`config.mk`:
```
export PLATFORM = sky130hd
export DESIGN_NAME = point_sequencer
export DESIGN_NICKNAME = d
export VERILOG_FILES = /design/src/rtl/point_sequencer_pkg.sv /design/src/rtl/point_sequencer_spring_accel.sv /design/src/rtl/point_sequencer.sv
export SDC_FILE = /design/constraint.sdc
export NUM_CORES = 1
export LEC_CHECK = 0
export CAP_MARGIN = 40
export CORE_UTILIZATION = 41
export DETAILED_ROUTE_END_ITERATION = 8
export PLACE_DENSITY_LB_ADDON = 0.15
export SETUP_SLACK_MARGIN = 0.02
export SLEW_MARGIN = 20
export SYNTH_ARGS = -nofsm -noshare
export SYNTH_HDL_FRONTEND = slang
export SYNTH_HIERARCHICAL = 1
export SYNTH_SLANG_ARGS = --single-unit
```
`constraint.sdc`:
```
create_clock -name clk_in -period 7.1 [get_ports clk_in]
set_clock_uncertainty 0.1 [all_clocks]
set_input_delay 0.71 -clock clk_in [delete_from_list [all_inputs] [get_ports clk_in]]
set_output_delay 0.71 -clock clk_in [all_outputs]
set_load 0.02 [all_outputs]
```
`src/rtl/point_sequencer_pkg.sv`:
```
// Shared types and helpers for the soft-body point sequencer.
// Provides the FSM state encoding, signed saturation and ring-index wrapping.
package point_sequencer_pkg;

    typedef enum logic [2:0] {
        StIdle,
        StAccel,
        StIssue,
        StWait,
        StWrite,
        StDone
    } state_e;

    // Clamp a signed value into the range of a width-bit two's complement number.
    function automatic int sat_signed(input int value, input int unsigned width);
        int hi;
        int lo;
        hi = (1 << (width - 1)) - 1;
        lo = -hi - 1;
        if (value > hi) begin
            return hi;
        end else if (value < lo) begin
            return lo;
        end
        return value;
    endfunction

    // Wrap an index that is at most one step outside [0, n).
    function automatic int wrap_idx(input int idx, input int n);
        if (idx < 0) begin
            return idx + n;
        end else if (idx >= n) begin
            return idx - n;
        end
        return idx;
    endfunction

endpackage

```
`src/rtl/point_sequencer_spring_accel.sv`:
```
// Combinational ring-spring acceleration for one axis of one point:
// sat(((prev + next - 2*cur) >>> K_SHIFT) + GRAV).
module point_sequencer_spring_accel
    import point_sequencer_pkg::*;
#(
    parameter int POSITION_SIZE     = 8,
    parameter int ACCELERATION_SIZE = 8,
    parameter int K_SHIFT           = 2,
    parameter int GRAV              = 0
) (
    input  logic signed [POSITION_SIZE-1:0]     prev_pos,
    input  logic signed [POSITION_SIZE-1:0]     cur_pos,
    input  logic signed [POSITION_SIZE-1:0]     next_pos,
    output logic signed [ACCELERATION_SIZE-1:0] accel
);

    // Three guard bits hold the worst case of prev + next - 2*cur without overflow.
    localparam int W = POSITION_SIZE + 3;

    logic signed [W-1:0] prev_ext;
    logic signed [W-1:0] cur_ext;
    logic signed [W-1:0] next_ext;
    logic signed [W-1:0] lap;
    logic signed [W-1:0] scaled;
    logic signed [W-1:0] biased;

    always_comb begin
        prev_ext = {{3{prev_pos[POSITION_SIZE-1]}}, prev_pos};
        cur_ext  = {{3{cur_pos[POSITION_SIZE-1]}}, cur_pos};
        next_ext = {{3{next_pos[POSITION_SIZE-1]}}, next_pos};
        lap      = prev_ext + next_ext - (cur_ext <<< 1);
        scaled   = lap >>> K_SHIFT;
        biased   = scaled + W'(GRAV);
        accel    = ACCELERATION_SIZE'(sat_signed(int'(biased), ACCELERATION_SIZE));
    end

endmodule

```
`src/rtl/point_sequencer.sv`:
```
// Soft-body point store and step sequencer: computes per-point spring+gravity
// acceleration from a frame-start snapshot, then hands each point to collisions.
module point_sequencer
    import point_sequencer_pkg::*;
#(
    parameter int NUM_POINTS        = 4,
    parameter int POSITION_SIZE     = 8,
    parameter int VELOCITY_SIZE     = 8,
    parameter int ACCELERATION_SIZE = 8,
    parameter int K_SHIFT           = 2,
    parameter int GRAV_X            = 0,
    parameter int GRAV_Y            = -1,
    parameter int TIMEOUT           = 1024
) (
    input  logic                                  clk_in,
    input  logic                                  rst_in,
    input  logic                                  frame_in,
    input  logic                                  load_in,
    input  logic [$clog2(NUM_POINTS)-1:0]         load_idx_in,
    input  logic signed [POSITION_SIZE-1:0]       load_pos_x_in,
    input  logic signed [POSITION_SIZE-1:0]       load_pos_y_in,
    output logic                                  coll_begin_out,
    output logic signed [POSITION_SIZE-1:0]       coll_pos_x_out,
    output logic signed [POSITION_SIZE-1:0]       coll_pos_y_out,
    output logic signed [VELOCITY_SIZE-1:0]       coll_vel_x_out,
    output logic signed [VELOCITY_SIZE-1:0]       coll_vel_y_out,
    output logic signed [ACCELERATION_SIZE-1:0]   coll_accel_x_out,
    output logic signed [ACCELERATION_SIZE-1:0]   coll_accel_y_out,
    input  logic                                  coll_result_in,
    input  logic signed [POSITION_SIZE-1:0]       coll_new_pos_x_in,
    input  logic signed [POSITION_SIZE-1:0]       coll_new_pos_y_in,
    input  logic signed [VELOCITY_SIZE-1:0]       coll_new_vel_x_in,
    input  logic signed [VELOCITY_SIZE-1:0]       coll_new_vel_y_in,
    input  logic [$clog2(NUM_POINTS)-1:0]         rd_idx_in,
    output logic signed [POSITION_SIZE-1:0]       rd_pos_x_out,
    output logic signed [POSITION_SIZE-1:0]       rd_pos_y_out,
    output logic                                  busy_out,
    output logic                                  step_done_out,
    output logic                                  timeout_out
);

    localparam int IDX_W = $clog2(NUM_POINTS);
    localparam int CNT_W = $clog2(TIMEOUT + 2);
    localparam logic [IDX_W-1:0] LAST_IDX = IDX_W'(NUM_POINTS - 1);

    logic signed [POSITION_SIZE-1:0]     pos_x_q   [NUM_POINTS];
    logic signed [POSITION_SIZE-1:0]     pos_y_q   [NUM_POINTS];
    logic signed [VELOCITY_SIZE-1:0]     vel_x_q   [NUM_POINTS];
    logic signed [VELOCITY_SIZE-1:0]     vel_y_q   [NUM_POINTS];
    logic signed [ACCELERATION_SIZE-1:0] accel_x_q [NUM_POINTS];
    logic signed [ACCELERATION_SIZE-1:0] accel_y_q [NUM_POINTS];

    state_e             state_q, state_d;
    logic [IDX_W-1:0]   idx_q, idx_d;
    logic [CNT_W-1:0]   wait_cnt_q, wait_cnt_d;
    logic               seen_low_q, seen_low_d;
    logic               accepted_q, accepted_d;
    logic               timeout_q, timeout_d;

    logic               load_en;
    logic               accel_en;
    logic               write_en;
    logic [IDX_W-1:0]   prev_idx;
    logic [IDX_W-1:0]   next_idx;
    logic signed [ACCELERATION_SIZE-1:0] accel_x;
    logic signed [ACCELERATION_SIZE-1:0] accel_y;

    always_comb begin
        prev_idx = IDX_W'(wrap_idx(int'(idx_q) - 1, NUM_POINTS));
        next_idx = IDX_W'(wrap_idx(int'(idx_q) + 1, NUM_POINTS));
    end

    point_sequencer_spring_accel #(
        .POSITION_SIZE     (POSITION_SIZE),
        .ACCELERATION_SIZE (ACCELERATION_SIZE),
        .K_SHIFT           (K_SHIFT),
        .GRAV              (GRAV_X)
    ) u_accel_x (
        .prev_pos (pos_x_q[prev_idx]),
        .cur_pos  (pos_x_q[idx_q]),
        .next_pos (pos_x_q[next_idx]),
        .accel    (accel_x)
    );

    point_sequencer_spring_accel #(
        .POSITION_SIZE     (POSITION_SIZE),
        .ACCELERATION_SIZE (ACCELERATION_SIZE),
        .K_SHIFT           (K_SHIFT),
        .GRAV              (GRAV_Y)
    ) u_accel_y (
        .prev_pos (pos_y_q[prev_idx]),
        .cur_pos  (pos_y_q[idx_q]),
        .next_pos (pos_y_q[next_idx]),
        .accel    (accel_y)
    );

    always_ff @(posedge clk_in or negedge rst_in) begin
        if (!rst_in) begin
            state_q    <= StIdle;
            idx_q      <= '0;
            wait_cnt_q <= '0;
            seen_low_q <= 1'b0;
            accepted_q <= 1'b0;
            timeout_q  <= 1'b0;
        end else begin
            state_q    <= state_d;
            idx_q      <= idx_d;
            wait_cnt_q <= wait_cnt_d;
            seen_low_q <= seen_low_d;
            accepted_q <= accepted_d;
            timeout_q  <= timeout_d;
        end
    end

    always_comb begin
        state_d    = state_q;
        idx_d      = idx_q;
        wait_cnt_d = wait_cnt_q;
        seen_low_d = seen_low_q;
        accepted_d = accepted_q;
        timeout_d  = timeout_q;
        load_en    = 1'b0;
        accel_en   = 1'b0;
        write_en   = 1'b0;
        unique case (state_q)
            StIdle: begin
                // A load in the same cycle as a frame request takes priority.
                if (load_in) begin
                    load_en = (int'(load_idx_in) < NUM_POINTS);
                end else if (frame_in) begin
                    state_d = StAccel;
                    idx_d   = '0;
                end
            end
            StAccel: begin
                accel_en = 1'b1;
                if (idx_q == LAST_IDX) begin
                    idx_d   = '0;
                    state_d = StIssue;
                end else begin
                    idx_d = idx_q + IDX_W'(1);
                end
            end
            StIssue: begin
                wait_cnt_d = '0;
                seen_low_d = !coll_result_in;
                accepted_d = 1'b0;
                state_d    = StWait;
            end
            StWait: begin
                seen_low_d = seen_low_q | !coll_result_in;
                // Only a fresh rising result counts; a level left over from the
                // previous point is ignored until it has dropped at least once.
                if (coll_result_in && seen_low_q) begin
                    accepted_d = 1'b1;
                    state_d    = StWrite;
                end else if (wait_cnt_q >= CNT_W'(TIMEOUT)) begin
                    timeout_d = 1'b1;
                    state_d   = StWrite;
                end else begin
                    wait_cnt_d = wait_cnt_q + CNT_W'(1);
                end
            end
            StWrite: begin
                write_en = accepted_q;
                if (idx_q == LAST_IDX) begin
                    state_d = StDone;
                end else begin
                    idx_d   = idx_q + IDX_W'(1);
                    state_d = StIssue;
                end
            end
            StDone: begin
                idx_d   = '0;
                state_d = StIdle;
            end
            default: begin
                state_d = StIdle;
            end
        endcase
    end

    always_ff @(posedge clk_in or negedge rst_in) begin
        if (!rst_in) begin
            for (int i = 0; i < NUM_POINTS; i++) begin
                pos_x_q[i]   <= '0;
                pos_y_q[i]   <= '0;
                vel_x_q[i]   <= '0;
                vel_y_q[i]   <= '0;
                accel_x_q[i] <= '0;
                accel_y_q[i] <= '0;
            end
        end else begin
            if (load_en) begin
                pos_x_q[load_idx_in] <= load_pos_x_in;
                pos_y_q[load_idx_in] <= load_pos_y_in;
                vel_x_q[load_idx_in] <= '0;
                vel_y_q[load_idx_in] <= '0;
            end
            if (accel_en) begin
                accel_x_q[idx_q] <= accel_x;
                accel_y_q[idx_q] <= accel_y;
            end
            if (write_en) begin
                pos_x_q[idx_q] <= coll_new_pos_x_in;
                pos_y_q[idx_q] <= coll_new_pos_y_in;
                vel_x_q[idx_q] <= coll_new_vel_x_in;
                vel_y_q[idx_q] <= coll_new_vel_y_in;
            end
        end
    end

    always_comb begin
        coll_begin_out   = (state_q == StIssue);
        busy_out         = (state_q != StIdle);
        step_done_out    = (state_q == StDone);
        timeout_out      = timeout_q;
        coll_pos_x_out   = pos_x_q[idx_q];
        coll_pos_y_out   = pos_y_q[idx_q];
        coll_vel_x_out   = vel_x_q[idx_q];
        coll_vel_y_out   = vel_y_q[idx_q];
        coll_accel_x_out = accel_x_q[idx_q];
        coll_accel_y_out = accel_y_q[idx_q];
        rd_pos_x_out     = '0;
        rd_pos_y_out     = '0;
        if (int'(rd_idx_in) < NUM_POINTS) begin
            rd_pos_x_out = pos_x_q[rd_idx_in];
            rd_pos_y_out = pos_y_q[rd_idx_in];
        end
    end

endmodule

```
==> out/qor.yml, run 1 <==
timing:
  setup_viol: 0
  max-slew-margin-rel_pct: 41.41
  final_period_minus_worst_setup_slack_ns: 5.101
  worst_pin_slew_ns: 0.8788
  setup_repair_after_global_routing_missed_its_margin: "no"
  min_period_over_period_pct: 71.85
  report.final.hold_viol_count: 0
  totalNegativeSetupSlack_ns: 0
  timing.fmax_mhz: 196.0
  timing_max_transition_violations_final: 0
synth:
  synth_simple_gate_area_share_pct: 9.768
  synthesis.area_per_instance_um2: 11.46
  synthesis.instances: 1095
  post_synth_num_cell_types: 68
  synth_fp_nets: 1189
  synth.cells.most_frequent: "sky130_fd_sc_hd__dfrtp_1, sky130_fd_sc_hd__a21oi_1, sky130_fd_sc_hd__mux4_2, sky130_fd_sc_hd__nand2_1, sky130_fd_sc_hd__nor2_1"
  synth.ff_latch_count: 211
  synthDominantCellAreaShare_pct: 42.06
  synth-xor-area-share_pct: 1.824
  async_reset_ff_share_pct: 100.0
  synthTopCellsByArea: "sky130_fd_sc_hd__dfrtp_1, sky130_fd_sc_hd__mux4_2, sky130_fd_sc_hd__mux2_2, sky130_fd_sc_hd__a21oi_1, sky130_fd_sc_hd__a22o_1"
  mappedNetlistArea_um2: 12550
  synth_ff_type: "sky130_fd_sc_hd__dfrtp_1"
  synthAdderAreaFrac_pct: 4.645
  synthDominantAreaCellType: "sky130_fd_sc_hd__dfrtp_1"
  synth_seq_area_share_pct: 42.06
  largest_family_of_logic_cells_by_synthesized_area: "multiplexers"
  synth.yosys.warnings: 6
  synth_edf_count: 0
  multiplexer_share_of_the_synthesized_area_pct: 23.13
  synthMostInstantiatedCell: "sky130_fd_sc_hd__dfrtp_1"
  synth_compound_gate_area_share_pct: 13.64
die:
  width_of_the_die_um: 177.0
  coreArea_um2: 29870
  floorplan.initialDensity_pct: 42.02
  rows: 63
  die-height_um: 177.0
  floorplan.io_pins: 125
  floorplan.die_area_um2: 31320
setup_path:
  cp_data_required_time_ns: 7.41
  setup.worst_path.end_class: "flop"
  rr_worst_depth: 14
  crit_path_max_incr_delay_ns: 0.63
  arrival_time_at_the_worst_endpoint_ns: 5.41
  startpoint_type: "flop"
  timing.critical_path.fanout_max: 44
  worst-setup-path-type: "flop to flop"
  crit_path_cell_trace: "buf_4, mux4_2, fa_1, inv_1, ha_1, and2_4, a311oi_2, and2_1, a21oi_4, xnor2_4, nand2_2, o32ai_4, o21ai_0, mux2_2"
  critical_path.slowest_cell: "sky130_fd_sc_hd__mux4_2"
placed_design:
  cells_after_dpl: 1564
  gpl.final_weighted_congestion: 0.8394
  dpl.hpwl_um: 22740
  port_buffers: 124
clock_tree:
  cts_bufs_inserted: 26
  cts.path.max_buffers: 3
  cts-htree-levels: 1
  cts_repair_resize_count: 0
  clock-sinks: 211
  cts.clk_slew.worst_paths_ns: 0.06
  cts_setup_buffers: 0
  worst_skew_pair.late_latency_ns: 0.54
  tritoncts: "done"
  clock-root-buffer: "sky130_fd_sc_hd__clkbuf_16"
route:
  met2WireLength_um: 16060
  highest-signal-layer: "met4"
  dr.first_iter.drc_count: 734
  met3_length_um: 1931
  drt_drc_violations_left: 0
  num_vias: 9348
  vias_per_cell: 5.792
  route.final.wire_length_um: 34070
  route.layer.met1.wl_um: 14950
  avgRoutedWirePerCell_um: 21.11
  first_pass_iters: 7
  antenna_violating_nets_left: 0
global_route:
  via_count_of_the_first_global_routing_pass: 9489
  grt_antenna_before_repair: 0
  gr-total-overflow: 0
  groute.usage.overall_pct: 22.62
  grt_start_max_net_pins: 89
  grt_pass1_wl_um: 54820
flow_run:
  drv.max_cap_violation_count: 0
hold_path:
  min-delay-path-class: "flop to flop"
  worst_hold_path.num_cells: 1
outcome:
  run_status: "finished clean"
cells_and_area:
  fin_nets: 1298
  layout-area-overhead-vs-synth_pct: 21.11
  n_antenna_cell: 0
  layout-drive-gt1-share_pct: 21.57
  fin_cells: 1614
==> what timing repair did <==
action | CTS | global route
hold buffers | 1 | 0
setup endpoints to repair | 0 | 0
endpoints found under the hold margin | 20 | 0
==> cells in the final DEF, fill, tap and decap left out, drive strengths merged, types with 31 or more instances in the layout <==
master and n:
nand2 95, clkbuf 40, a21oi 131, mux2 65
buf 31, dfrtp 211, a22o 66, nor2 91
mux4 96, inv 68, clkdlybuf4s50 123
==> critical path, delay by kind of cell, from the launching register on <==
kind	cells	cell delay (ns)
compound gates	4	1.06
mux	2	0.96
fa+ha+maj	2	0.86
simple gates	3	0.70
buf+inv	2	0.64
flops	1	0.41
xor+xnor	1	0.21
==> final timing paths <==
| check | startpoint | endpoint | slack [ns] |
|---|---|---|---|
| hold reg to reg | timeout_out | timeout_out | 0.39 |
| hold / removal | timeout_out | timeout_out | 0.39 |
| max in group asynchronous | rst_in | vel_y_q[28] | 4.95 |
| min in group asynchronous | rst_in | idx_q[1] | 0.52 |
| setup reg to reg | idx_q[0] | accel_y_q[4] | 2.00 |
| setup / recovery | idx_q[0] | accel_y_q[4] | 2.00 |
==> per-stage QoR <==
step                utilization [%]  hold slack, ns  setup slack, ns  cell area [um2]
floorplan                         -          0.3144            1.183            12550
global placement              47.05          0.3682            2.102            14060
detailed placement            47.74          0.3626            2.023            14260
CTS                           50.80          0.3954            2.004            15180
global route                  50.89          0.4060            1.670            15200
finish                        50.89          0.3915            1.999            15200
==> routing by layer <==
metal / GRT usage (%) / vias up
met5: 0 / -
met3: 3.716 / 61
met4: 7.543 / 0
met2: 35.94 / 275
li1: - / 4210
met1: 31.47 / 4802
==> flip-flops by register name, summed over array words and instances (netlist names), 2 cells and up <==
signal and count:
vel_x_q 32, accel_x_q 32, pos_y_q 32, accel_y_q 32, pos_x_q 32, state_q 3, wait_cnt_q 11, idx_q 2
vel_y_q 32
==> kinds of logic (layout without fill, tap and decap cells) <==
group / after synthesis / count (layout)
adder cells (fa/ha/maj): 37 / 37
AO/OA/AOI/OAI: 257 / 257
XOR/XNOR: 24 / 24
flip-flops: 211 / 211
AND/OR/NAND/NOR: 260 / 260
buffers and inverters: 144 / 273
multiplexers: 162 / 162
==> area by class of cell <==
type / instances / area (um2)
Clock buffer: 39 / 789.5
Clock inverter: 9 / 115.1
Fill cell: 2664 / 14670
Inverter: 69 / 259.0
Multi-Input combinational cell: 740 / 6659
Sequential cell: 211 / 5285
Tap cell: 390 / 488.0
Timing Repair Buffer: 156 / 1608
Power of run 1 is not shown: default switching activity piles up to over one toggle a cycle in this logic, so the estimate is an artifact.
==> run 2, diff against run 1 <==
Clock period 7.1 ns to 5.09 ns, I/O delays scaled along.
==> out/qor.yml, run 2 (synthesis results as in run 1) <==
setup_path:
  r2r_end: "accel_y_q[18]"  # was accel_y_q[4]
  startpoint_type: "flop"  # unchanged
  crit_path_cell_trace: "inv_1, ha_2, buf_4, mux4_2, inv_1, fa_1, inv_1, ha_1, a311oi_2, and2_2, a21oi_4, xnor2_4, nand2_2, o32ai_4, o21ai_0, mux2_2"  # was buf_4, mux4_2, fa_1, inv_1, ha_1, and2_4, a311oi_2, and2_1, a21oi_4, xnor2_4, nand2_2, o32ai_4, o21ai_0, mux2_2
  setup.reg_to_reg.worst_slack_ns: 0.35  # was 2.00 ns
  r2r_start: "idx_q[0]"  # unchanged
  crit_end: "accel_y_q[18]"  # was accel_y_q[4]
  rr_worst_depth: 16  # was 14
  worst-setup-path-type: "flop to flop"  # unchanged
  critical_path.slowest_cell: "sky130_fd_sc_hd__mux4_2"  # unchanged
  timing.critical_path.fanout_max: 12  # was 44
  arrival_time_at_the_worst_endpoint_ns: 5.05  # was 5.41 ns
  setup.worst_path.end_class: "flop"  # unchanged
  setup.worst_path.start: "idx_q[0]"  # unchanged
  crit_path_max_incr_delay_ns: 0.52  # was 0.63 ns
  path_common_cell: "sky130_fd_sc_hd__inv_1"
  cp_data_required_time_ns: 5.40  # was 7.41 ns
timing:
  timing_max_transition_violations_final: 0  # unchanged
  worst_pin_slew_ns: 0.9117  # was 0.8788 ns
  min_period_over_period_pct: 93.04  # was 71.85%
  max-slew-margin-rel_pct: 39.22  # was 41.41%
  report.final.hold_viol_count: 0  # unchanged
  timing.fmax_mhz: 211.2  # was 196.0 MHz
  setup_repair_after_global_routing_missed_its_margin: "yes"  # was no
  final_period_minus_worst_setup_slack_ns: 4.736  # was 5.101 ns
  setup_viol: 0  # unchanged
  final.hold.worst_slack_ns: 0.3713  # was 0.3915 ns
cells_and_area:
  layout.cells.most_common_list: "sky130_fd_sc_hd__dfrtp_1, sky130_fd_sc_hd__a21oi_1, sky130_fd_sc_hd__clkdlybuf4s50_1"  # unchanged
  layout_commonest_cell: "sky130_fd_sc_hd__dfrtp_1"  # unchanged
  layout-area-overhead-vs-synth_pct: 21.01  # was 21.11%
  fin_nets: 1302  # was 1298
  layout-drive-gt1-share_pct: 21.80  # was 21.57%
route:
  first_pass_iters: 5  # was 7
  num_vias: 9277  # was 9348
  avgRoutedWirePerCell_um: 21.09  # was 21.11 um
  dr.first_iter.drc_count: 733  # was 734
  antenna_violating_nets_left: 0  # unchanged
  vias_per_cell: 5.737  # was 5.792
  route.final.wire_length_um: 34110  # was 34070 um
  drt_drc_violations_left: 0  # unchanged
global_route:
  gr-total-overflow: 0  # unchanged
  via_count_of_the_first_global_routing_pass: 9476  # was 9489
  grt_util_met2_pct: 36.75  # was 35.94%
  grtUsageMet3_pct: 3.887  # was 3.716%
  globalRouteMet1Util_pct: 30.83  # was 31.47%
  grt_pass1_wl_um: 54720  # was 54820 um
  groute.usage.overall_pct: 22.55  # was 22.62%
  layer_with_the_highest_usage_after_global_routing: "met2"  # unchanged
  grt_start_max_net_pins: 79  # was 89
  grt_antenna_before_repair: 2  # was 0
outcome:
  run_status: "finished clean"  # unchanged
clock_tree:
  cts.path.max_buffers: 3  # unchanged
  clock-root-buffer: "sky130_fd_sc_hd__clkbuf_16"  # unchanged
  cts-htree-levels: 1  # unchanged
  cts.clk_slew.worst_paths_ns: 0.06  # about the same
  cts_bufs_inserted: 25  # was 26
  tritoncts: "done"  # unchanged
  clock-sinks: 211  # unchanged
  worst_skew_pair.late_latency_ns: 0.54  # about the same
die:
  coreArea_um2: 29870  # unchanged
  floorplan.io_pins: 125  # unchanged
  rows: 63  # unchanged
  floorplan.die_area_um2: 31320  # unchanged
  width_of_the_die_um: 177.0  # unchanged
  floorplan.initialDensity_pct: 42.02  # unchanged
  die-height_um: 177.0  # unchanged
hold_path:
  min-delay-path-class: "flop to flop"  # unchanged
placed_design:
  port_buffers: 124  # unchanged
  dpl.hpwl_um: 22780  # was 22740 um
  gpl.final_weighted_congestion: 0.8330  # was 0.8394
flow_run:
  drv.max_cap_violation_count: 0  # unchanged
[run 2: changes by cell type in the layout (fill, tap and decap cells not counted), sizes merged]
| cell | previous run | this run |
|---|---|---|
| diode | 0 | 2 |
| clkbuf | 40 | 31 |
| inv | 68 | 69 |
| buf | 31 | 36 |
| bufinv | 2 | 4 |
| clkinv | 6 | 8 |
[run 2: stage by stage]
| stage | area [um2] | TNS, ns | setup WS (ns) | cells | utilization (%) |
|---|---|---|---|---|---|
| finish | 15190 | 0 | 0.3544 | 1617 | 50.85 |
| global route | 15190 | -0.0007252 | -0.0007252 | 1615 | 50.83 |
| CTS | 15070 | 0 | 0.2349 | 1608 | 50.45 |
| detailed placement | 14200 | 0 | 0.2580 | 1563 | 47.54 |
| global placement | 14130 | 0 | 0.3349 | 1558 | 47.29 |
| floorplan | 12580 | 0 | 0.02383 | 1095 | - |
[run 2: metal layers]
layer | vias to the layer above | wire length (um)
met5 | - | 0
met4 | 0 | 812
met3 | 58 | 1804
met2 | 260 | 16310
met1 | 4740 | 15180
li1 | 4219 | -
[run 2: worst min path at each step]
stage / start / end / slack (ns) / depth (start not counted)
6_report: timeout_out / timeout_out / 0.37 / 1
3_3_place_gp: timeout_out / timeout_out / 0.38 / 1
4_1_cts: timeout_out / timeout_out / 0.38 / 1
3_5_place_dp: timeout_out / timeout_out / 0.36 / 1
5_1_grt: timeout_out / timeout_out / 0.40 / 1
2_1_floorplan: rst_in / accel_x_q[0] / 0.11 / 0
[run 2: area by class of cell]
| cell class | count | area (um2) |
|---|---|---|
| inverters | 69 | 259.0 |
| flip-flops and latches | 211 | 5285 |
| diodes | 2 | 5.005 |
| clock inverters | 14 | 193.9 |
| multi-input cells | 740 | 6666 |
| well taps | 390 | 488.0 |
| clock buffers | 30 | 664.4 |
| fillers | 2639 | 14680 |
| repair buffers | 161 | 1629 |
[run 2: critical path, delay by kind of cell, from the launching register on]
family	cells	cell delay (ns)
xor+xnor	1	0.19
buf+inv	4	0.48
simple gates	2	0.42
mux	2	0.84
compound gates	4	0.98
fa+ha+maj	3	1.08
flops	1	0.50
[run 2: what timing repair did]
action                                  4_1_cts  5_1_grt
hold endpoints to repair                     75        0
endpoints found under the setup margin        0       16
hold buffers                                  1        0
buffers inserted                              0        1
resized for setup                             0        2
Power of run 2 is left out for the same reason.
